===== src/rtl/button_pkg.sv =====
// Shared definitions for the push-button mode controller: FSM encodings and
// default timing/mode parameters for a 100 MHz system clock.
package button_pkg;

    typedef enum logic [1:0] {
        ST_IDLE    = 2'd0,
        ST_PRESSED = 2'd1,
        ST_LONG    = 2'd2
    } btn_state_t;

    // 0.5 s hold at 100 MHz
    localparam int DEFAULT_LONG_CYCLES = 50_000_000;
    localparam int DEFAULT_NUM_MODES   = 4;

endpackage


===== src/rtl/rise_detect.sv =====
// Rising-edge detector: registers the previous input level with a configurable
// reset value and flags cycles where the input goes from low to high.
module rise_detect #(
    parameter logic RST_VAL = 1'b1
) (
    input  logic clk,
    input  logic rst,
    input  logic d,
    output logic rise
);

    logic d_prev_reg;

    always_ff @(posedge clk) begin
        if (rst) begin
            d_prev_reg <= RST_VAL;
        end else begin
            d_prev_reg <= d;
        end
    end

    assign rise = d & ~d_prev_reg;

endmodule


===== src/rtl/button_mode_ctrl.sv =====
// Classifies debounced button presses as short or long, steps the filter-mode
// index on short presses and resets it on long presses.
module button_mode_ctrl
    import button_pkg::*;
#(
    parameter int LONG_CYCLES = DEFAULT_LONG_CYCLES,
    parameter int CNT_W       = 26,
    parameter int NUM_MODES   = DEFAULT_NUM_MODES,
    parameter int MODE_W      = 2
) (
    input  logic              clk,
    input  logic              rst,
    input  logic              pb_db,
    output logic [MODE_W-1:0] mode,
    output logic              short_press,
    output logic              long_press,
    output logic              held
);

    localparam logic [CNT_W-1:0]  CNT_LAST  = CNT_W'(LONG_CYCLES - 1);
    localparam logic [MODE_W-1:0] MODE_LAST = MODE_W'(NUM_MODES - 1);

    btn_state_t        state_reg;
    logic [CNT_W-1:0]  cnt_reg;
    logic [MODE_W-1:0] mode_reg;
    logic              short_reg;
    logic              long_reg;
    logic              held_reg;
    logic              press_edge;

    // Previous level resets high so a button held through reset is not a press
    rise_detect #(
        .RST_VAL (1'b1)
    ) u_rise (
        .clk  (clk),
        .rst  (rst),
        .d    (pb_db),
        .rise (press_edge)
    );

    always_ff @(posedge clk) begin
        if (rst) begin
            state_reg <= ST_IDLE;
            cnt_reg   <= '0;
            mode_reg  <= '0;
            short_reg <= 1'b0;
            long_reg  <= 1'b0;
            held_reg  <= 1'b0;
        end else begin
            short_reg <= 1'b0;
            long_reg  <= 1'b0;
            case (state_reg)
                ST_IDLE: begin
                    if (press_edge) begin
                        state_reg <= ST_PRESSED;
                        cnt_reg   <= '0;
                        held_reg  <= 1'b1;
                    end
                end
                ST_PRESSED: begin
                    // Release is checked first so it wins over the threshold
                    if (!pb_db) begin
                        state_reg <= ST_IDLE;
                        short_reg <= 1'b1;
                        held_reg  <= 1'b0;
                        mode_reg  <= (mode_reg == MODE_LAST) ? '0 : mode_reg + MODE_W'(1);
                    end else if (cnt_reg == CNT_LAST) begin
                        state_reg <= ST_LONG;
                        long_reg  <= 1'b1;
                        mode_reg  <= '0;
                    end else begin
                        cnt_reg <= cnt_reg + CNT_W'(1);
                    end
                end
                ST_LONG: begin
                    // Counter stays frozen here, so a long hold never repeats
                    if (!pb_db) begin
                        state_reg <= ST_IDLE;
                        held_reg  <= 1'b0;
                    end
                end
                default: begin
                    state_reg <= ST_IDLE;
                    held_reg  <= 1'b0;
                end
            endcase
        end
    end

    assign mode        = mode_reg;
    assign short_press = short_reg;
    assign long_press  = long_reg;
    assign held        = held_reg;

endmodule


===== config.mk =====
export PLATFORM = sky130hd
export DESIGN_NAME = button_mode_ctrl
export DESIGN_NICKNAME = d
export VERILOG_FILES = /design/src/rtl/button_pkg.sv /design/src/rtl/rise_detect.sv /design/src/rtl/button_mode_ctrl.sv
export SDC_FILE = /design/constraint.sdc
export NUM_CORES = 1
export LEC_CHECK = 0
export CAP_MARGIN = 15
export CELL_PAD_IN_SITES_DETAIL_PLACEMENT = 0
export CELL_PAD_IN_SITES_GLOBAL_PLACEMENT = 2
export CORE_ASPECT_RATIO = 0.7
export CORE_UTILIZATION = 39
export CTS_BUF_LIST = sky130_fd_sc_hd__clkbuf_4
export CTS_CLUSTER_SIZE = 40
export DETAILED_ROUTE_END_ITERATION = 10
export HOLD_SLACK_MARGIN = 0.06
export PLACE_DENSITY_LB_ADDON = 0.08
export SLEW_MARGIN = 20
export SYNTH_ARGS = -nofsm -noshare
export SYNTH_HDL_FRONTEND = slang
export SYNTH_HIERARCHICAL = 1
export SYNTH_SLANG_ARGS = --single-unit

===== constraint.sdc =====
create_clock -name clk -period 3.2 [get_ports clk]
set_clock_uncertainty 0.1 [all_clocks]
set_input_delay 0.96 -clock clk [delete_from_list [all_inputs] [get_ports clk]]
set_output_delay 0.96 -clock clk [all_outputs]
set_load 0.01 [all_outputs]

# [Word level (Yosys, flattened, before mapping)]
# Cells that the tools add are included.
[word_totals] ff_bits=34 input_bits=3 output_inout_bits=5
[classes] n_addsub=2 n_eq_ne=11 n_mux=17 bitwise_logic=4 reduce_logical=9
[op_table] op="two-way mux 26 bit" count=3
[op_table] op="one-hot mux 26 bit (2 select lines)" count=1
[op_table] op="adder 26 x 1 -> 26 bit (second input constant)" count=1
[op_table] op="equality test 26 bit (second input constant)" count=1
[op_table] op="two-way mux 2 bit" count=7
[op_table] op="inequality test 2 bit (second input constant)" count=5
[op_table] op="one-hot mux 2 bit (3 select lines)" count=1
[op_table] op="equality test 2 bit (second input constant)" count=2
[op_table] op="two-way mux 1 bit" count=4
[op_table] op="AND reduction 2 bit" count=2
[op_table] op="AND reduction 4 bit" count=1
[op_table] op="OR reduction 2 bit" count=2
[op_table] op="inequality test 3 bit (second input constant)" count=1
[op_table] op="NOT 1 bit" count=3
[op_table] op="AND reduction 3 bit" count=1
[op_table] op="OR reduction 3 bit" count=1
[op_table] op="adder 2 x 1 -> 2 bit (second input constant)" count=1
[op_table] op="equality test 2 x 1 -> 1 bit (second input constant)" count=1
[op_table] op="logical NOT 2 bit" count=1
[op_table] op="inequality test 2 x 1 -> 1 bit (second input constant)" count=1
[op_table] op="one-hot mux 1 bit (2 select lines)" count=1
[op_table] op="nonzero test 2 bit" count=1
[op_table] op="AND 1 bit" count=1

# [Depth between registers and ports, before layout]
[depth] depth_word=4 depth_mapped=9

# [Hierarchy]
# Netlist, hierarchy kept.
[modules_own_cells] module="button_mode_ctrl" instances=1 cells_each=218 area_per_inst_um2=1864.3
[modules_own_cells] module="rise_detect" instances=1 cells_each=3 area_per_inst_um2=32.5

# [Least setup slack after synthesis]
# OpenSTA, ideal clock, no wires.
[synth_timing] kind="input-to-reg" startpoint="in pb_db" endpoint="reg cnt_reg[9]" setup_time_ns=0.076 arrival_time_ns=2.482 required_ns=3.024 setup_slack_ns=0.542 stages=5 path_cell_list="clkbuf_1 > nor2b_1 > a211oi_1 > or3b_2 > a21boi_0"
[synth_via] elab_chain_cells=3 elab_cells_between_ends=4
[synth_lines] element="start, declared" line_no="button_mode_ctrl.sv:13" rtl="input logic pb_db,"
[synth_lines] element="AND 1 bit" line_no="rise_detect.sv:22" rtl="assign rise = d & ~d_prev_reg;"
[synth_lines] element="inequality test 2 bit (no source line)"
[synth_lines] element="AND reduction 4 bit (no source line) *"
[synth_lines] element="end signal, assigned" line_no="button_mode_ctrl.sv:72" rtl="cnt_reg <= cnt_reg + CNT_W'(1);"
[synth_lines] element="end, declared" line_no="button_mode_ctrl.sv:24" rtl="logic [CNT_W-1:0] cnt_reg;"
# Every way passes the cells marked *; elsewhere a longest branch is shown, timed or not.
# A chain may end at the register's enable or synchronous reset.

# [Worst setup path after layout]
[layout_timing] startpoint="in pb_db" endpoint="reg cnt_reg[21]"
[layout_via] elab_chain_cells=3 elab_cells_between_ends=4
[layout_lines] element="AND 1 bit" line_no="rise_detect.sv:22"
[layout_lines] element="net press_edge" line_no="button_mode_ctrl.sv:29" rtl="logic press_edge;"
[layout_lines] element="inequality test 2 bit (no source line)"
[layout_lines] element="AND reduction 4 bit (no source line)"
# The timed path passes the listed nets, and every way through them passes these cells.

==> results by stage <==
Pwr:
- The total chip power is 0.000857 W.
- Summed over all cells, the static leakage comes to 0.694 nW.
- The power density over the cells is 410 mW/mm2.
- The peak supply drop is 0.200 mV.

Placed design:
- Input and output buffers added on the ports amount to 7.
- The detailed placer's ending HPWL is 3810 um.
- The congestion estimate from routability-driven global placement came to 0.898.
- The number of placed instances with taps included is 283.

Logic synthesis:
- The number of library cell types mapped by synthesis is 54.
- dfxtp_1 is the most common cell in the netlist.
- Synthesis inferred 34 register bits.
- The area share of the largest cell type after synthesis is 35.9%.
- Counting every net in the synthesized netlist gives 230.
- Yosys printed 6 warnings.
- Of all cell types, the one taking the most synthesized area is dfxtp_1.
- The most common flop cell mapped by yosys is dfxtp_1.
- Synthesis produced 221 cells.
- Ranked by total cell area, the synthesized netlist is headed by dfxtp_1, ha_1, nor2_1, nand2_1, a31oi_1.
- The number of enable-type register cells in the synthesized netlist is 0.
- Each instance of the synthesized netlist takes up on average 8.58 um2.
- Of all flip-flops after synthesis, the portion carrying an async set or reset was 0%.
- The commonest cells after synthesis are dfxtp_1, nor2_1, nand2_1.
- The combined area of all synthesized cells is 0.00190 mm2.
- The fraction of the yosys area taken by sequential cells is 35.9%.

STA:
- The final number of hold-violating endpoints is 0.
- Setup repair after global routing left no endpoint under its margin.
- The worst hold slack across all endpoints is 0.376 ns.
- For the pin with the worst max-slew slack, the measured transition is 0.791 ns.
- The minimum clock period is 2.69 ns.
- Measured against its own limit, the worst slew margin works out to 47.1%.
- The final max-slew violation count was 0.
- Setup violations remaining at the end of the flow were counted as 0.
- The final critical path takes up 84.2% of the cycle.
- The timing-limited maximum frequency is 0.371 GHz.
- Adding up every negative setup slack in the final design gives 0 ns.

Clock network:
- The CTS clock-pin slew for the worst setup and hold paths is 0.11 ns.
- The TritonCTS clock tree is built.
- The number of clock buffers added by TritonCTS is 5.
- The setup fix buffers added after clock tree synthesis is 0.
- The cell sitting at the root of the clock tree is a clkbuf_4.
- The number of clock sinks is 34.
- The H-tree generated during clock tree synthesis spans 2 levels.
- The worst-case clock buffer depth is 2.
- The count of cells resized by post-cts repair is 0.
- After clock tree synthesis, the flow added hold-fix buffers numbering 0.
- The later-pin clock latency in the skew report is 0.35 ns.

Die:
- The height of the die is 60.4 um.
- The die outline area is 0.00515 mm2.
- The floorplan step defined a core boundary enclosing 0.00450 mm2.
- The floorplan has 20 rows.
- The floorplan step set the die width to 85.4 um.
- Once the floorplan was initialized, standard cells occupied 42.1% of the core.
- The number of top-level pins is 8.

GRT:
- The first global-routing pass estimated 8450 um of wire.
- For this run the aggregate overflow at the end of global routing stands at 0.
- The total routing resource utilization after global routing is 22.1%.
- The number of global-route vias before repair came to 1,623.
- Entering global routing, the biggest net connects 15 pins.
- The initial antenna violation count was 0.

Min path:
- The path class of the tightest hold or removal check is flip-flop to flip-flop.

Final layout:
- The count of non-filler cells in the finished layout is 291.
- The final-stage net count is 244.
- Cells with a size suffix above 1 make up 15.3% of the layout.
- The total inserted antenna cells is 0.
- The signed area change from the synthesized netlist to the final layout is 10.2%.
- The flip-flop count of the largest register after layout is 26.

Run:
- Across the run, the number of max-cap violations was 0.

Critical path:
- The signal arrival time at the worst endpoint is 2.87 ns.
- The worst setup path is captured at a flip-flop.
- The largest fanout of any net on the critical path is 11.
- The dominant cell type by count on the critical path is nor2_1.
- The signal on the critical path passes through clkdlybuf4s50_1 > nor2b_1 > mux2i_1 > nor2_1 > nor2_1 > nand2_2 > a31oi_1.
- Data on the critical path is required at its endpoint by 3.38 ns.
- The critical setup path kind is primary input to flip-flop.
- The cell type of the slowest stage on the worst timing path is nor2_1.
- The element type at the critical path start is a primary input.
- The largest single stage delay on the critical path is 0.61 ns.

Routing:
- Dividing the detail-routed via count by the number of cells gives 5.91.
- The detail route stage leaves a number of antenna-violating nets equal to 0.
- The number of violations reported at the end of detailed-routing iteration 0 is 158.
- The total wire length after detailed routing is 5080 um.
- Dividing the detail-routed wire length by the instance count gives 17.5 um.
- The residual DRC count is 0.
- The first detailed-routing pass ran for 4 iterations.
- For this block, the via count after detailed routing is 1,720.

Outcome:
- The flow ran to the end, and the final reports show no timing, DRC or antenna violations.
## cell usage in the layout, fill, tap and decap left out, types with 6 or more instances in the layout
cell type / n
nor2_1: 20
nor3_1: 7
a21oi_1: 8
nand2_1: 18
dfxtp_1: 34
nand2b_1: 7
ha_1: 6
buf_4: 8
o31ai_1: 6
nor4_1: 7
clkdlybuf4s50_1: 7
nand4_1: 7
a31oi_1: 9
nand3_1: 11
o21ai_0: 7
inv_1: 6
o211ai_1: 6
## logic make-up after synthesis
group	Yosys count	share of synthesized area (%)
compound gates	62	23.6
flops	34	35.9
mux	4	2.18
simple gates	101	30.0
fa+ha+maj	6	3.96
buf+inv	14	4.35
## worst max-delay path: cells and delay by family
kind	cells	cell delay [ns]
muxes	1	0.21
and+or+nand+nor	4	1.06
AOI/OAI and AO/OA	1	0.22
buffers and inverters	1	0.41
## area by class of cell
| cell class | instances | area [um2] |
|---|---|---|
| tap | 55 | 68.8 |
| clock inverter | 3 | 16.3 |
| fill | 448 | 2410 |
| clock buffer | 5 | 37.5 |
| inverter | 6 | 22.5 |
| sequential | 34 | 681 |
| multi-input combinational | 173 | 1130 |
| timing repair buffer | 15 | 130 |
## report_power, final
| group | total [W] | internal (W) | leakage (nW) | switching (W) |
|---|---|---|---|---|
| logic | 0.000178 | 0.0000713 | 0.391 | 0.000106 |
| clock network | 0.000239 | 0.0000817 | 0.0286 | 0.000157 |
| registers | 0.000440 | 0.000433 | 0.274 | 0.00000742 |
## through the flow
step           setup WS [ns]  utilization, %  instance area (um2)
2_1_floorplan          0.542               -                 1900
3_3_place_gp           0.162            45.2                 2040
3_5_place_dp           0.145            45.2                 2040
4_1_cts                0.510            46.4                 2090
5_1_grt                0.385            46.4                 2090
6_report               0.505            46.4                 2090
## path summary, 6_finish.rpt
| path | from | end | slack [ns] | depth (start not counted) |
|---|---|---|---|---|
| max | pb_db | cnt_reg[21] | 0.51 | 7 |
| max reg2reg | cnt_reg[9] | cnt_reg[1] | 0.68 | 7 |
| min reg2reg | cnt_reg[25] | cnt_reg[25] | 0.38 | 1 |
| min | cnt_reg[25] | cnt_reg[25] | 0.38 | 1 |
## routing by layer
metal	GRT usage, %	vias to the layer above	part of all wire, %
met5	0	-	0
met4	7.14	0	0.61
met3	5.58	5	9.8
met2	31.0	68	39
met1	33.2	785	51
li1	-	862	-
No activity file was read; power rests on OpenSTA's default activity.
